===== src/rtl/spi_reg_arbiter.sv =====
// spi_reg_arbiter
//   Small register block shared by two requesters: an SPI slave running in
//   its own clock domain (raw read/write strobes) and a local requester in the
//   clk_32m domain. A two-state FSM serves one access per SERVE cycle.
//
// Ports
//   clk_32m, reset         system clock, asynchronous active-high reset
//   spi_re, spi_we         raw SPI strobes (asynchronous to clk_32m)
//   spi_addr, spi_wdat     SPI address / write data, stable while strobe high
//   spi_rdat               data returned to the SPI slave
//   loc_req, loc_we        local request (held until loc_done), write flag
//   loc_addr, loc_wdat     local address / write data
//   loc_gnt                high during the SERVE cycle of a local access
//   loc_done               one-cycle pulse after a local SERVE; loc_rdat valid
//   loc_rdat               local read data
//   gen_reg                general register value
//   err_addr               sticky: unknown address or write to read-only reg
//   overrun                sticky: an SPI strobe was lost
//
// Handshake: the local side asserts loc_req with stable loc_we/addr/wdat and
// keeps it high until it sees loc_done; loc_req is ignored while loc_done is
// high, so a requester that drops loc_req on seeing loc_done never gets a
// second, unintended service.
module spi_reg_arbiter #(
  parameter int         DW      = 96,
  parameter logic [6:0] A_STAT  = 7'h7C,
  parameter logic [6:0] A_GEN   = 7'h7D,
  parameter logic [6:0] A_RDCNT = 7'h7E,
  parameter logic [6:0] A_WRCNT = 7'h7F
) (
  input  logic          clk_32m,
  input  logic          reset,
  input  logic          spi_re,
  input  logic          spi_we,
  input  logic [6:0]    spi_addr,
  input  logic [DW-1:0] spi_wdat,
  output logic [DW-1:0] spi_rdat,
  input  logic          loc_req,
  input  logic          loc_we,
  input  logic [6:0]    loc_addr,
  input  logic [DW-1:0] loc_wdat,
  output logic          loc_gnt,
  output logic          loc_done,
  output logic [DW-1:0] loc_rdat,
  output logic [DW-1:0] gen_reg,
  output logic          err_addr,
  output logic          overrun
);

  typedef enum logic {IDLE, SERVE} state_t;

  state_t state, state_nxt;

  // Strobe synchronizers and edge detectors
  logic re_s1, re_s2, re_d;
  logic we_s1, we_s2, we_d;
  // Shifts in ones after reset; edges are only honoured once both sync stages
  // and the edge register hold real samples, so a strobe already high at
  // reset release is never seen as a rising edge.
  logic [2:0] warm;
  logic re_pulse, we_pulse, any_pulse, drop_evt;

  // Captured SPI request
  logic          spi_pend;
  logic          spi_is_wr;
  logic [6:0]    spi_addr_q;
  logic [DW-1:0] spi_wdat_q;

  // Arbitration
  logic loc_act;
  logic pick_spi;
  logic contended;
  logic serve_spi;
  logic last_local;

  // Selected access
  logic          do_acc;
  logic          acc_wr;
  logic [6:0]    acc_addr;
  logic [DW-1:0] acc_wdat;
  logic [DW-1:0] rd_val;
  logic          addr_known, addr_ro;
  logic          err_set, stat_wr;

  logic [31:0] rd_cnt, wr_cnt;

  always_ff @(posedge clk_32m or posedge reset) begin
    if (reset) begin
      re_s1 <= 1'b0; re_s2 <= 1'b0; re_d <= 1'b0;
      we_s1 <= 1'b0; we_s2 <= 1'b0; we_d <= 1'b0;
      warm  <= 3'b000;
    end else begin
      re_s1 <= spi_re; re_s2 <= re_s1; re_d <= re_s2;
      we_s1 <= spi_we; we_s2 <= we_s1; we_d <= we_s2;
      warm  <= {warm[1:0], 1'b1};
    end
  end

  assign re_pulse  = re_s2 & ~re_d & warm[2];
  assign we_pulse  = we_s2 & ~we_d & warm[2];
  assign any_pulse = re_pulse | we_pulse;
  // Lost strobe: simultaneous read/write (read dropped) or edge while busy.
  assign drop_evt  = (re_pulse & we_pulse) | (any_pulse & spi_pend);

  // SPI request capture; the pending slot is released by its own SERVE.
  always_ff @(posedge clk_32m or posedge reset) begin
    if (reset) begin
      spi_pend   <= 1'b0;
      spi_is_wr  <= 1'b0;
      spi_addr_q <= '0;
      spi_wdat_q <= '0;
    end else if (any_pulse && !spi_pend) begin
      spi_pend   <= 1'b1;
      spi_is_wr  <= we_pulse;
      spi_addr_q <= spi_addr;
      spi_wdat_q <= spi_wdat;
    end else if (do_acc && serve_spi) begin
      spi_pend <= 1'b0;
    end
  end

  assign loc_act   = loc_req & ~loc_done;
  assign contended = spi_pend & loc_act;
  assign pick_spi  = spi_pend & (~loc_act | last_local);

  // FSM state register
  always_ff @(posedge clk_32m or posedge reset) begin
    if (reset) state <= IDLE;
    else       state <= state_nxt;
  end

  // FSM next state
  always_comb begin
    state_nxt = state;
    case (state)
      IDLE:    if (spi_pend || loc_act) state_nxt = SERVE;
      SERVE:   state_nxt = IDLE;
      default: state_nxt = IDLE;
    endcase
  end

  // Winner is latched on entry to SERVE. last_served only moves on a real
  // contention, so the loser of one contention wins the next one even if it
  // was served uncontended in between.
  always_ff @(posedge clk_32m or posedge reset) begin
    if (reset) begin
      serve_spi  <= 1'b0;
      last_local <= 1'b1;
    end else if (state == IDLE && (spi_pend || loc_act)) begin
      serve_spi <= pick_spi;
      if (contended) last_local <= ~pick_spi;
    end
  end

  assign do_acc   = (state == SERVE);
  assign loc_gnt  = do_acc & ~serve_spi;
  assign acc_wr   = serve_spi ? spi_is_wr  : loc_we;
  assign acc_addr = serve_spi ? spi_addr_q : loc_addr;
  assign acc_wdat = serve_spi ? spi_wdat_q : loc_wdat;

  assign addr_ro    = (acc_addr == A_RDCNT) || (acc_addr == A_WRCNT);
  assign addr_known = addr_ro || (acc_addr == A_STAT) || (acc_addr == A_GEN);
  assign err_set    = do_acc & (~addr_known | (acc_wr & addr_ro));
  assign stat_wr    = do_acc & acc_wr & (acc_addr == A_STAT);

  // Read mux sees pre-access register values.
  always_comb begin
    rd_val = '0;
    if (acc_addr == A_GEN) begin
      rd_val = gen_reg;
    end else if (acc_addr == A_RDCNT) begin
      rd_val[31:0] = rd_cnt;
    end else if (acc_addr == A_WRCNT) begin
      rd_val[31:0] = wr_cnt;
    end else if (acc_addr == A_STAT) begin
      rd_val[1:0] = {overrun, err_addr};
    end
  end

  always_ff @(posedge clk_32m or posedge reset) begin
    if (reset) begin
      gen_reg  <= '0;
      rd_cnt   <= '0;
      wr_cnt   <= '0;
      spi_rdat <= '0;
      loc_rdat <= '0;
      loc_done <= 1'b0;
      err_addr <= 1'b0;
      overrun  <= 1'b0;
    end else begin
      loc_done <= do_acc & ~serve_spi;
      // Set has priority over write-1-to-clear.
      err_addr <= err_set  | (err_addr & ~(stat_wr & acc_wdat[0]));
      overrun  <= drop_evt | (overrun  & ~(stat_wr & acc_wdat[1]));
      if (do_acc && acc_wr && acc_addr == A_GEN) gen_reg <= acc_wdat;
      if (do_acc && acc_wr) wr_cnt <= wr_cnt + 32'd1;
      if (do_acc && serve_spi && !spi_is_wr) begin
        rd_cnt   <= rd_cnt + 32'd1;
        spi_rdat <= rd_val;
      end
      if (do_acc && !serve_spi && !loc_we) loc_rdat <= rd_val;
    end
  end

endmodule


===== config.mk =====
export PLATFORM = sky130hd
export DESIGN_NAME = spi_reg_arbiter
export DESIGN_NICKNAME = d
export VERILOG_FILES = /design/src/rtl/spi_reg_arbiter.sv
export SDC_FILE = /design/constraint.sdc
export NUM_CORES = 1
export LEC_CHECK = 0
export CORE_MARGIN = 2
export CORE_UTILIZATION = 49
export CTS_CLUSTER_DIAMETER = 150
export DETAILED_ROUTE_END_ITERATION = 10
export GPL_TIMING_DRIVEN = 0
export PLACE_DENSITY = 0.84
export SYNTH_ARGS = -nofsm -noshare
export SYNTH_HDL_FRONTEND = slang
export SYNTH_SLANG_ARGS = --single-unit

===== constraint.sdc =====
create_clock -name clk_32m -period 20.3 [get_ports clk_32m]
set_clock_uncertainty 0.05 [all_clocks]
set_input_delay 4.06 -clock clk_32m [delete_from_list [all_inputs] [get_ports clk_32m]]
set_output_delay 4.06 -clock clk_32m [all_outputs]
set_load 0.03 [all_outputs]

==> results of run 1 <==
cell usage after synthesis, types with 2 or more instances:
cell / number / share of area
a22o_1: 61 / 0.028
dfrtp_1: 471 / 0.61
buf_2: 24 / 0.0062
nor2b_1: 6 / 0.0019
inv_1: 8 / 0.0016
and3_1: 9 / 0.0029
xor2_1: 15 / 0.0068
buf_4: 9 / 0.0035
a21oi_1: 4 / 0.0010
and2_1: 7 / 0.0023
nand3_1: 27 / 0.0070
o21ai_0: 184 / 0.048
mux2_2: 105 / 0.061
ha_1: 2 / 0.0013
nor4b_1: 2 / 0.00091
nand4_1: 15 / 0.0048
a32oi_1: 2 / 0.00091
clkbuf_1: 68 / 0.013
o21ai_1: 80 / 0.021
nor3_1: 6 / 0.0016
nand2_1: 358 / 0.069
xnor2_1: 47 / 0.021
mux2i_1: 126 / 0.065
nor2_1: 23 / 0.0045
nand2b_1: 6 / 0.0019
worst paths after layout:
kind | cells after the start | endpoint
min in group asynchronous | 2 | loc_rdat[57]$_DFFE_PP0P_
min reg2reg | 0 | re_s2$_DFF_PP0_
max in group asynchronous | 4 | loc_rdat[8]$_DFFE_PP0P_
min | 0 | re_s2$_DFF_PP0_
max reg2reg | 8 | gen_reg[95]$_DFFE_PP0P_
max | 9 | gen_reg[95]$_DFFE_PP0P_
cell families after synthesis:
logic type,synth area share
AND/OR/NAND/NOR,0.1061
AO/OA/AOI/OAI,0.1010
adder cells (fa/ha/maj),0.001810
multiplexers,0.1269
flip-flops,0.6102
buffers and inverters,0.02488
other,0.0001937
XOR/XNOR,0.02889
per-layer routing:
| metal | part of all wire | up-vias |
|---|---|---|
| li1 | - | 6975 |
| met1 | 0.39 | 7831 |
| met2 | 0.48 | 724 |
| met3 | 0.081 | 180 |
| met4 | 0.049 | 4 |
| met5 | 0.00030 | - |
placed cells by master, fill, tap and decap left out, types with 47 or more instances in the layout:
| master | count |
|---|---|
| clkdlybuf4s50_1 | 503 |
| dfrtp_1 | 471 |
| o21ai_0 | 184 |
| a22o_1 | 61 |
| mux2i_1 | 126 |
| clkbuf_1 | 76 |
| mux2_2 | 105 |
| clkbuf_16 | 51 |
| o21ai_1 | 80 |
| xnor2_1 | 47 |
| nand2_1 | 358 |
power groups by stage:
stage	Combinational, W	Clock (W)	Sequential, W
after detailed placement	0.000821	0	0.00123
after CTS	0.000825	0.000977	0.00121
after global placement	0.000798	0	0.00122
final	0.000825	0.000966	0.00122
after floorplan	0.000449	0	0.00127
after global routing	0.000881	0.00102	0.00124
worst max-delay path, delay by kind of cell:
| family | cells | cell delay [ns] |
|---|---|---|
| AO/OA/AOI/OAI | 2 | 0.66 |
| AND/OR/NAND/NOR | 2 | 0.47 |
| buffers and inverters | 5 | 1.60 |
through the flow:
| stage | power [W] | setup TNS [ns] | hold WS, ns |
|---|---|---|---|
| after floorplan | 0.001724 | 0 | 0.2812 |
| after global placement | 0.002018 | -856.28 | 0.2815 |
| after detailed placement | 0.002050 | 0 | 0.2858 |
| after CTS | 0.003017 | 0 | 0.2987 |
| after global routing | 0.003136 | 0 | 0.2995 |
| final | 0.003008 | 0 | 0.2986 |
area by class of cell:
type,count,area [um^2],share of cell area
Antenna cell,12,30.03,0.001116
Multi-Input combinational cell,1113,7064,0.2625
Timing Repair Buffer,506,5117,0.1902
Clock buffer,70,1458,0.05417
Clock inverter,21,289.0,0.01074
Inverter,8,37.54,0.001395
Tap cell,518,648.1,0.02409
Sequential cell,472,11810,0.4390
Buffer,103,451.7,0.01679
==> results.ini, run 1 <==
[logic_synthesis]
synthFlopType=dfrtp_1
synth_edf_count=0
netlist_area_mm2=0.01936
avgSynthCellArea_um2=11.41
seq_area_frac_synth=0.6102
synth.distinct_cells=56
ys.warnings.count=0
ys_ff_latch=472
synth.net_count=1910
synth-async-reset-ratio=1.000
synth_cells=1696

[sta]
finalCritPeriodShare=0.3177
worstMarginPinSlew_ns=1.111
fmax_mhz=155.0
rsz0062_at_grt=false
setup_ws_ns=13.85
hold_violations=0
slew_headroom=0.2597
drv_slew=0
fin_crit_ns=6.450
finalSetupViolCount=0

[routing]
routedWlPerCell_um=22.33
firstDrtPassIters=6
drc=0
drt_iter0_drc=1192
via_per_inst=5.566
routed_wl_um=63040
num_vias=15714
ant_nets=0

[place]
port_buffers=503
dpl_cell_area_mm2=0.02513
place_inst=2720
dp_hpwl_um=46400
place_congestion=0.9307
pre_cts_ws_ns=13.25

[layout]
fill_cells=2711
fin_area_mm2=0.02691
drive_gt1_frac=0.1047
areaGrowthSynthToFinish_pct=39.00
nNetsFinal=2468
final_cells=2823
fin_util=0.6930

[cts]
cts_hold_buffers=0
ctsResizeCount=0
cts_setup_buffers=0
numCtsBuffers=50
ctsLongestPathBuffers=3
tritoncts=done
cts_root_buf=clkbuf_16
clk_pin_slew_ns=0.06
cts.sinks=472
worstSkewPairLatency_ns=0.57
htreeDepth=2

[grt]
use_met1=0.3916
use_met2=0.4911
grt_util_all_layers=0.3068
grt_pass1_wl_um=96270
grt_start_max_net_pins=134
grt_pass1_vias=16018
grt.overflow.total=0
use_met3=0.07416
busiest_layer=met2
antenna_found_initial=14

[floorplan]
start_util=0.4986
core_mm2=0.03883
die_h_um=202.8
io_pins=504
rows=72
die_width_um=202.8
dieArea_mm2=0.04111

[setup_path]
crit_path_end_kind=flop
r2r_slack_ns=17.35
path_cells=clkdlybuf4s50_1 > inv_1 > o32ai_2 > nand3_1 > buf_2 > buf_2 > buf_2 > nand2_1 > o21ai_1
crit_top_cell=buf_2
path_max_fanout=10
max_stage_delay_ns=0.60
crit_type=in -> reg
slowest_stage=o32ai_2
crit_start=loc_addr[0]
cp-start-kind=primary input
rr_startpoint=serve_spi$_DFFE_PP0P_
critPathArrivalTime_ns=6.82
required_ns=20.67

[power]
clockPowerShare=0.321
comb_power_share=0.274
seqPwrFrac=0.405
power_leakage_nw=11.67
ir_drop_mv=0.06985
power_density_mw_per_mm2=111.8
switching_share=0.3224
intPower_w=0.002038
p_switching_w=0.0009700

[worst_hold_path]
min-delay-start=re_s1$_DFF_PP0_
min_path_type=reg -> reg

[run_status]
outcome=completed

[job]
max-cap-violations=0

(Power assumes the default switching activity.)
==> run 2: changes to the inputs <==
--- a/config.mk
+++ b/config.mk
@@ -6,11 +6,11 @@
 export NUM_CORES = 1
 export LEC_CHECK = 0
 export CORE_MARGIN = 2
-export CORE_UTILIZATION = 49
+export CORE_UTILIZATION = 44
 export CTS_CLUSTER_DIAMETER = 150
 export DETAILED_ROUTE_END_ITERATION = 10
 export GPL_TIMING_DRIVEN = 0
-export PLACE_DENSITY = 0.84
+export PLACE_DENSITY = 0.8
 export SYNTH_ARGS = -nofsm -noshare
 export SYNTH_HDL_FRONTEND = slang
 export SYNTH_SLANG_ARGS = --single-unit
==> constraint.sdc (replaced) <==
create_clock -name clk_32m -period 5.2 [get_ports clk_32m]
set_clock_uncertainty 0.05 [all_clocks]
set_input_delay 1.04 -clock clk_32m [delete_from_list [all_inputs] [get_ports clk_32m]]
set_output_delay 1.04 -clock clk_32m [all_outputs]
set_load 0.03 [all_outputs]
==> run 2 against run 1 <==
  * Routed wire length grew 2.4%
  * Clock-buffer cell count is 5 higher
  * Hold slack worse by 0.0036 ns
  * Critical path type unchanged
==> results.ini, run 2 (synthesized netlist as in run 1, its figures left out) <==
[routing]
routedWlPerCell_um=22.25  ; -0.34%
drt_iter0_drc=1362  ; +14%
drc=0  ; unchanged
routed_wl_um=64540  ; +2.4%
ant_nets=0  ; unchanged
num_vias=15854  ; +0.89%
firstDrtPassIters=5  ; -1
via_per_inst=5.467  ; -1.8%

[setup_path]
crit_path_end_kind=flop
crit_top_cell=buf_2
endpoint=gen_reg[93]$_DFFE_PP0P_
critPathArrivalTime_ns=3.94  ; -2.88 ns
regToRegEndpoint=gen_reg[93]$_DFFE_PP0P_
reg2reg_depth=8  ; unchanged
rr_startpoint=serve_spi$_DFFE_PP0P_
cp-start-kind=primary input
crit_type=in -> reg
path_max_fanout=11  ; +1
r2r_slack_ns=2.12  ; -15.23 ns
slowest_stage=o32ai_2
crit_start=loc_addr[0]
max_stage_delay_ns=0.71  ; +0.11 ns
required_ns=5.59  ; -15.08 ns
path_cells=clkdlybuf4s50_1 > inv_1 > o32ai_2 > nand3_1 > buf_2 > buf_2 > buf_2 > nand2_1 > o21ai_1

[floorplan]
dieArea_mm2=0.04569  ; +11%
io_pins=504  ; unchanged
start_util=0.4474  ; -0.05116
core_mm2=0.04327  ; +11%
die_h_um=213.8  ; +5.4%
rows=76  ; +5.6%
die_width_um=213.8  ; +5.4%

[worst_hold_path]
min_path_type=reg -> reg
whs_path_depth=0  ; unchanged

[power]
seqPwrFrac=0.407  ; +0.002
ir_drop_mv=0.3296  ; +370%
switching_share=0.3251  ; +0.002639
comb_power_share=0.274  ; about the same
power_density_mw_per_mm2=432.0  ; +290%
clockPowerShare=0.319  ; -0.002
p_switching_w=0.003811  ; +290%
intPower_w=0.007912  ; +290%
power_leakage_nw=11.73  ; +0.50%

[grt]
grt_pass1_vias=16273  ; +1.6%
grt_util_all_layers=0.2797  ; -0.02711
grt_pass1_wl_um=96280  ; about the same
antenna_found_initial=12  ; -2
grt_start_max_net_pins=45  ; -66%
grt.overflow.total=0  ; unchanged

[layout]
fin_area_mm2=0.02714  ; +0.86%
fin_util=0.6272  ; -0.06579
drive_gt1_frac=0.1081  ; +0.003453
final_common_cell=clkdlybuf4s50_1
most-common-layout-cells=503 x clkdlybuf4s50_1, 471 x dfrtp_1, 358 x nand2_1
areaGrowthSynthToFinish_pct=40.19
nNetsFinal=2477  ; +0.36%

[sta]
fin_crit_ns=3.548
setup_ws_ns=1.652  ; -12.20 ns
rsz0062_at_grt=false
slew_headroom=0.2821  ; +0.02241
finalSetupViolCount=0  ; unchanged
drv_slew=0  ; unchanged
worstMarginPinSlew_ns=1.062  ; -0.04858 ns
hold_violations=0  ; unchanged
fmax_mhz=281.8
finalCritPeriodShare=0.6824

[place]
pre_cts_ws_ns=1.058  ; -12.19 ns
place_congestion=0.9157  ; -1.6%
dpl_cell_area_mm2=0.02537  ; +0.95%
dp_hpwl_um=48440  ; +4.4%
port_buffers=503  ; unchanged

[cts]
tritoncts=done
numCtsBuffers=50  ; unchanged
worstSkewPairLatency_ns=0.59  ; +0.02 ns
htreeDepth=2  ; unchanged
cts_setup_buffers=0  ; unchanged
ctsLongestPathBuffers=3  ; unchanged
cts.sinks=472  ; unchanged
cts_hold_buffers=0  ; unchanged
cts_root_buf=clkbuf_16
ctsResizeCount=0  ; unchanged
clk_pin_slew_ns=0.06  ; about the same

[run_status]
outcome=completed

[job]
max-cap-violations=0  ; unchanged

[run 2: cell types whose count changed in the layout (fill, tap and decap cells not counted), moves of 2 or more]
| cell | before | now |
|---|---|---|
| clkinv_2 | 11 | 8 |
| clkbuf_16 | 51 | 53 |
| bufinv_16 | 7 | 4 |
| buf_16 | 3 | 0 |
| clkbuf_8 | 11 | 13 |
| clkinv_4 | 0 | 2 |
| clkinvlp_4 | 2 | 4 |
| buf_12 | 0 | 12 |
[run 2: layout make-up]
cell class                 count  area (um^2)
antenna                       12        30.03
buffer                       103        451.7
clock buffer                  75         1539
clock inverter                17        200.2
fill                        3338        16130
inverter                       8        33.78
multi-input combinational   1113         7064
sequential                   472        11810
tap                          585        732.0
timing repair buffer         515         5275
[run 2: worst min path at each step]
stage / startpoint / endpoint / slack, ns
finish: warm[0]$_DFF_PP0_ / warm[1]$_DFF_PP0_ / 0.29
detailed placement: we_s1$_DFF_PP0_ / we_s2$_DFF_PP0_ / 0.29
CTS: warm[0]$_DFF_PP0_ / warm[1]$_DFF_PP0_ / 0.30
global route: warm[1]$_DFF_PP0_ / warm[2]$_DFF_PP0_ / 0.31
floorplan: re_s1$_DFF_PP0_ / re_s2$_DFF_PP0_ / 0.28
global placement: warm[0]$_DFF_PP0_ / warm[1]$_DFF_PP0_ / 0.28
[run 2: critical path, delay by kind of cell]
kind	cells	cell delay, ns
buffers and inverters	5	1.63
AO/OA/AOI/OAI	2	0.78
AND/OR/NAND/NOR	2	0.43
[run 2: power groups by stage]
stage	sequential (W)	clock (W)	combinational [W]
detailed placement	0.00482	0	0.00321
global placement	0.00478	0	0.00311
finish	0.00477	0.00374	0.00321
global route	0.00483	0.00393	0.00344
CTS	0.00476	0.00378	0.00323
floorplan	0.00498	0	0.00175
[run 2: routing by layer]
layer,global-route usage,vias up,part of all wire
li1,-,6995,-
met1,0.3471,8001,0.40
met2,0.4597,680,0.48
met3,0.06385,178,0.077
met4,0.1442,0,0.051
met5,0,-,0
[run 2: per-stage QoR]
stage	TNS [ns]	instances	hold slack, ns	power, W
final	0	2900	0.2950	0.01172
after global routing	0	2898	0.3055	0.01221
after CTS	0	2888	0.2977	0.01176
after detailed placement	0	2796	0.2855	0.008024
after global placement	-2337.79	2784	0.2824	0.007890
after floorplan	-1075.34	1696	0.2812	0.006731
==> RTL edit (settings of run 2) <==
Register the output `overrun` once more, cleared by the reset; this adds one clock of latency there. The other outputs are not delayed to match.
--- a/src/rtl/spi_reg_arbiter.sv
+++ b/src/rtl/spi_reg_arbiter.sv
@@ -51,2 +51,4 @@
 
+  logic overrun_s0;
+
   state_t state, state_nxt;
@@ -175,3 +177,3 @@
     end else if (acc_addr == A_STAT) begin
-      rd_val[1:0] = {overrun, err_addr};
+      rd_val[1:0] = {overrun_s0, err_addr};
     end
@@ -188,3 +190,3 @@
       err_addr <= 1'b0;
-      overrun  <= 1'b0;
+      overrun_s0 <= 1'b0;
     end else begin
@@ -193,3 +195,3 @@
       err_addr <= err_set  | (err_addr & ~(stat_wr & acc_wdat[0]));
-      overrun  <= drop_evt | (overrun  & ~(stat_wr & acc_wdat[1]));
+      overrun_s0 <= drop_evt | (overrun_s0 & ~(stat_wr & acc_wdat[1]));
       if (do_acc && acc_wr && acc_addr == A_GEN) gen_reg <= acc_wdat;
@@ -204,2 +206,10 @@
 
+  always_ff @(posedge clk_32m or posedge reset) begin
+    if (reset) begin
+      overrun <= '0;
+    end else begin
+      overrun <= overrun_s0;
+    end
+  end
+
 endmodule
Function: changed (Yosys sat finds a counterexample within 10 cycles, from zero or initial values and one cycle with reset high).
==> RTL edit against run 2 <==
The run now ends with antenna violations left. Sequential cell count rose by 1. Sequential power barely moved. Power fell by 0.18%. Die area rose by 0.13%. Routed wire length rose by 0.71%. Cell area barely moved. Setup slack improved by 0.041 ns. Area after synthesis rose by 0.13%. Critical endpoint is now gen_reg[46]$_DFFE_PP0P_.
==> RTL edit: results (changes against run 2) <==
met2 usage=47.0% (+1.0 points); leak pwr=11.7 nW (about the same); Max-slew headroom=20.5% (-7.7 points); DRT iter0 DRCs=1183 (-13%); Worst-path clk slew=0.06 ns (about the same); Crit path largest cell delay=0.66 ns (-0.05 ns); Seq/Total Area, Yosys=61.1% (about the same); initial antenna violation count=11 (-1); fill cell count=3261 (-2.3%); critical path's slowest cell=o32ai_2; area post-placement=0.0254 mm² (about the same); Yosys cell types=56 (unchanged); CTS H-tree depth=2 (unchanged); GRT Overall Usage=28.1% (+0.18 points); dpl hpwl=48800 µm (+0.74%); status=complete, but fails checks; wire length after detailed routing=65000 µm (+0.71%); Hold Fails Final Rpt=0 (unchanged); Data arrival, critical path=3.89 ns (-0.05 ns); via count=15800 (-0.10%); CTS buffer count=49 (-2.0%); dominant cells by area after synthesis=dfrtp_1 (61%), nand2_1 (6.9%), mux2i_1 (6.5%); cts repair resizes=0 (unchanged); Skew-Pair Late Insertion Delay=0.59 ns (about the same); vias in the first global route=16500 (+1.6%); Syn Nets=1911 (+0.052%); Max rail drop VDD=0.270 mV (-18%); GP Congestion=0.923 (+0.82%); grt met3 use=6.69% (+0.31 points); maximum clock path buffer count=3 (unchanged); Tot Pwr=0.0117 W (-0.18%); post-route ant nets=1 (+1); crit-path max FO=15 (+4); Pre-antenna DRT Iters=5 (unchanged); first-pass GRT wire length=97300 µm (+1.1%); pre-CTS WS=1.06 ns (-0.000450 ns); Async S/R FF share, synth=100% (unchanged); failing checks=antenna violations; GRT met1 Usage=34.5% (-0.20 points); share of cells above drive strength 1=10.7% (-0.11 points); post-CTS setup buffer count=0 (unchanged); P_sw=0.00380 W (-0.34%); Post-synth top cells=dfrtp_1 (472), nand2_1 (358), o21ai_0 (184); port bufs=503 (unchanged); WHS Path Cells=0 (unchanged); Top FF cell, synth=dfrtp_1; final layout net count=2477 (unchanged); Root Driver=clkbuf_16; reg2reg path depth=8 (unchanged); Worst Hold Class=register to register
-- RTL edit: cell count changes in the layout (fill, tap and decap cells not counted), moves of 2 or more --
cell and change:
diode_2 +3, clkbuf_8 +4, clkbuf_16 -2, clkinv_2 -5
clkbuf_1 -3
-- RTL edit: critical path: cells and delay by family --
family,cells,cell delay (ns)
buf+inv,5,1.63
compound gates,2,0.75
simple gates,2,0.45
-- RTL edit: power by group through the flow --
stage               clock, W  sequential [W]  combinational [W]
global placement           0         0.00479            0.00311
floorplan                  0         0.00499            0.00175
global route         0.00390         0.00484            0.00347
finish               0.00369         0.00477            0.00323
detailed placement         0         0.00483            0.00322
CTS                  0.00374         0.00477            0.00325
-- RTL edit: metal layers --
metal,up-vias,part of all wire (%)
li1,7008,-
met1,7991,39
met2,667,48
met3,170,7.5
met4,2,4.9
met5,-,0.020
-- RTL edit: path summary, 6_finish.rpt --
check,start,end,slack [ns]
setup / recovery,loc_addr[0],gen_reg[46]$_DFFE_PP0P_,1.69
hold / removal,warm[1]$_DFF_PP0_,warm[2]$_DFF_PP0_,0.30
setup reg to reg,serve_spi$_DFFE_PP0P_,gen_reg[46]$_DFFE_PP0P_,2.16
hold reg to reg,warm[1]$_DFF_PP0_,warm[2]$_DFF_PP0_,0.30
max in group asynchronous,reset,last_local$_DFFE_PP1P_,2.90
min in group asynchronous,reset,spi_rdat[42]$_DFFE_PP0P_,0.79
-- RTL edit: logic make-up (layout without fill, tap and decap cells) --
| kind of cell | after synthesis | after routing | share of synthesized area (%) |
|---|---|---|---|
| fa+ha+maj | 3 | 3 | 0.181 |
| mux | 232 | 232 | 12.7 |
| other cells | 1 | 16 | 0.0193 |
| buf+inv | 111 | 712 | 2.49 |
| flops | 473 | 473 | 61.1 |
| compound gates | 338 | 338 | 10.1 |
| simple gates | 476 | 476 | 10.6 |
| xor+xnor | 63 | 63 | 2.89 |
-- RTL edit: area by class of cell --
cell class | instances | area, µm² | share of cell area (%)
Antenna cell | 15 | 37.5 | 0.138
Buffer | 103 | 452 | 1.66
Clock buffer | 74 | 1530 | 5.65
Clock inverter | 12 | 176 | 0.650
Inverter | 8 | 33.8 | 0.124
Multi-Input combinational cell | 1113 | 7060 | 26.0
Sequential cell | 473 | 11800 | 43.6
Tap cell | 585 | 732 | 2.70
Timing Repair Buffer | 515 | 5280 | 19.4
-- RTL edit: per-stage QoR --
step                      util [%]  std cells  hold slack [ns]  TNS [ns]
after floorplan                  -       1697            0.281  -1084.23
after global placement        58.1       2785            0.283  -2373.04
after detailed placement      58.7       2797            0.288         0
after CTS                     62.6       2883            0.301         0
after global routing          62.7       2893            0.305         0
final                         62.7       2898            0.299         0
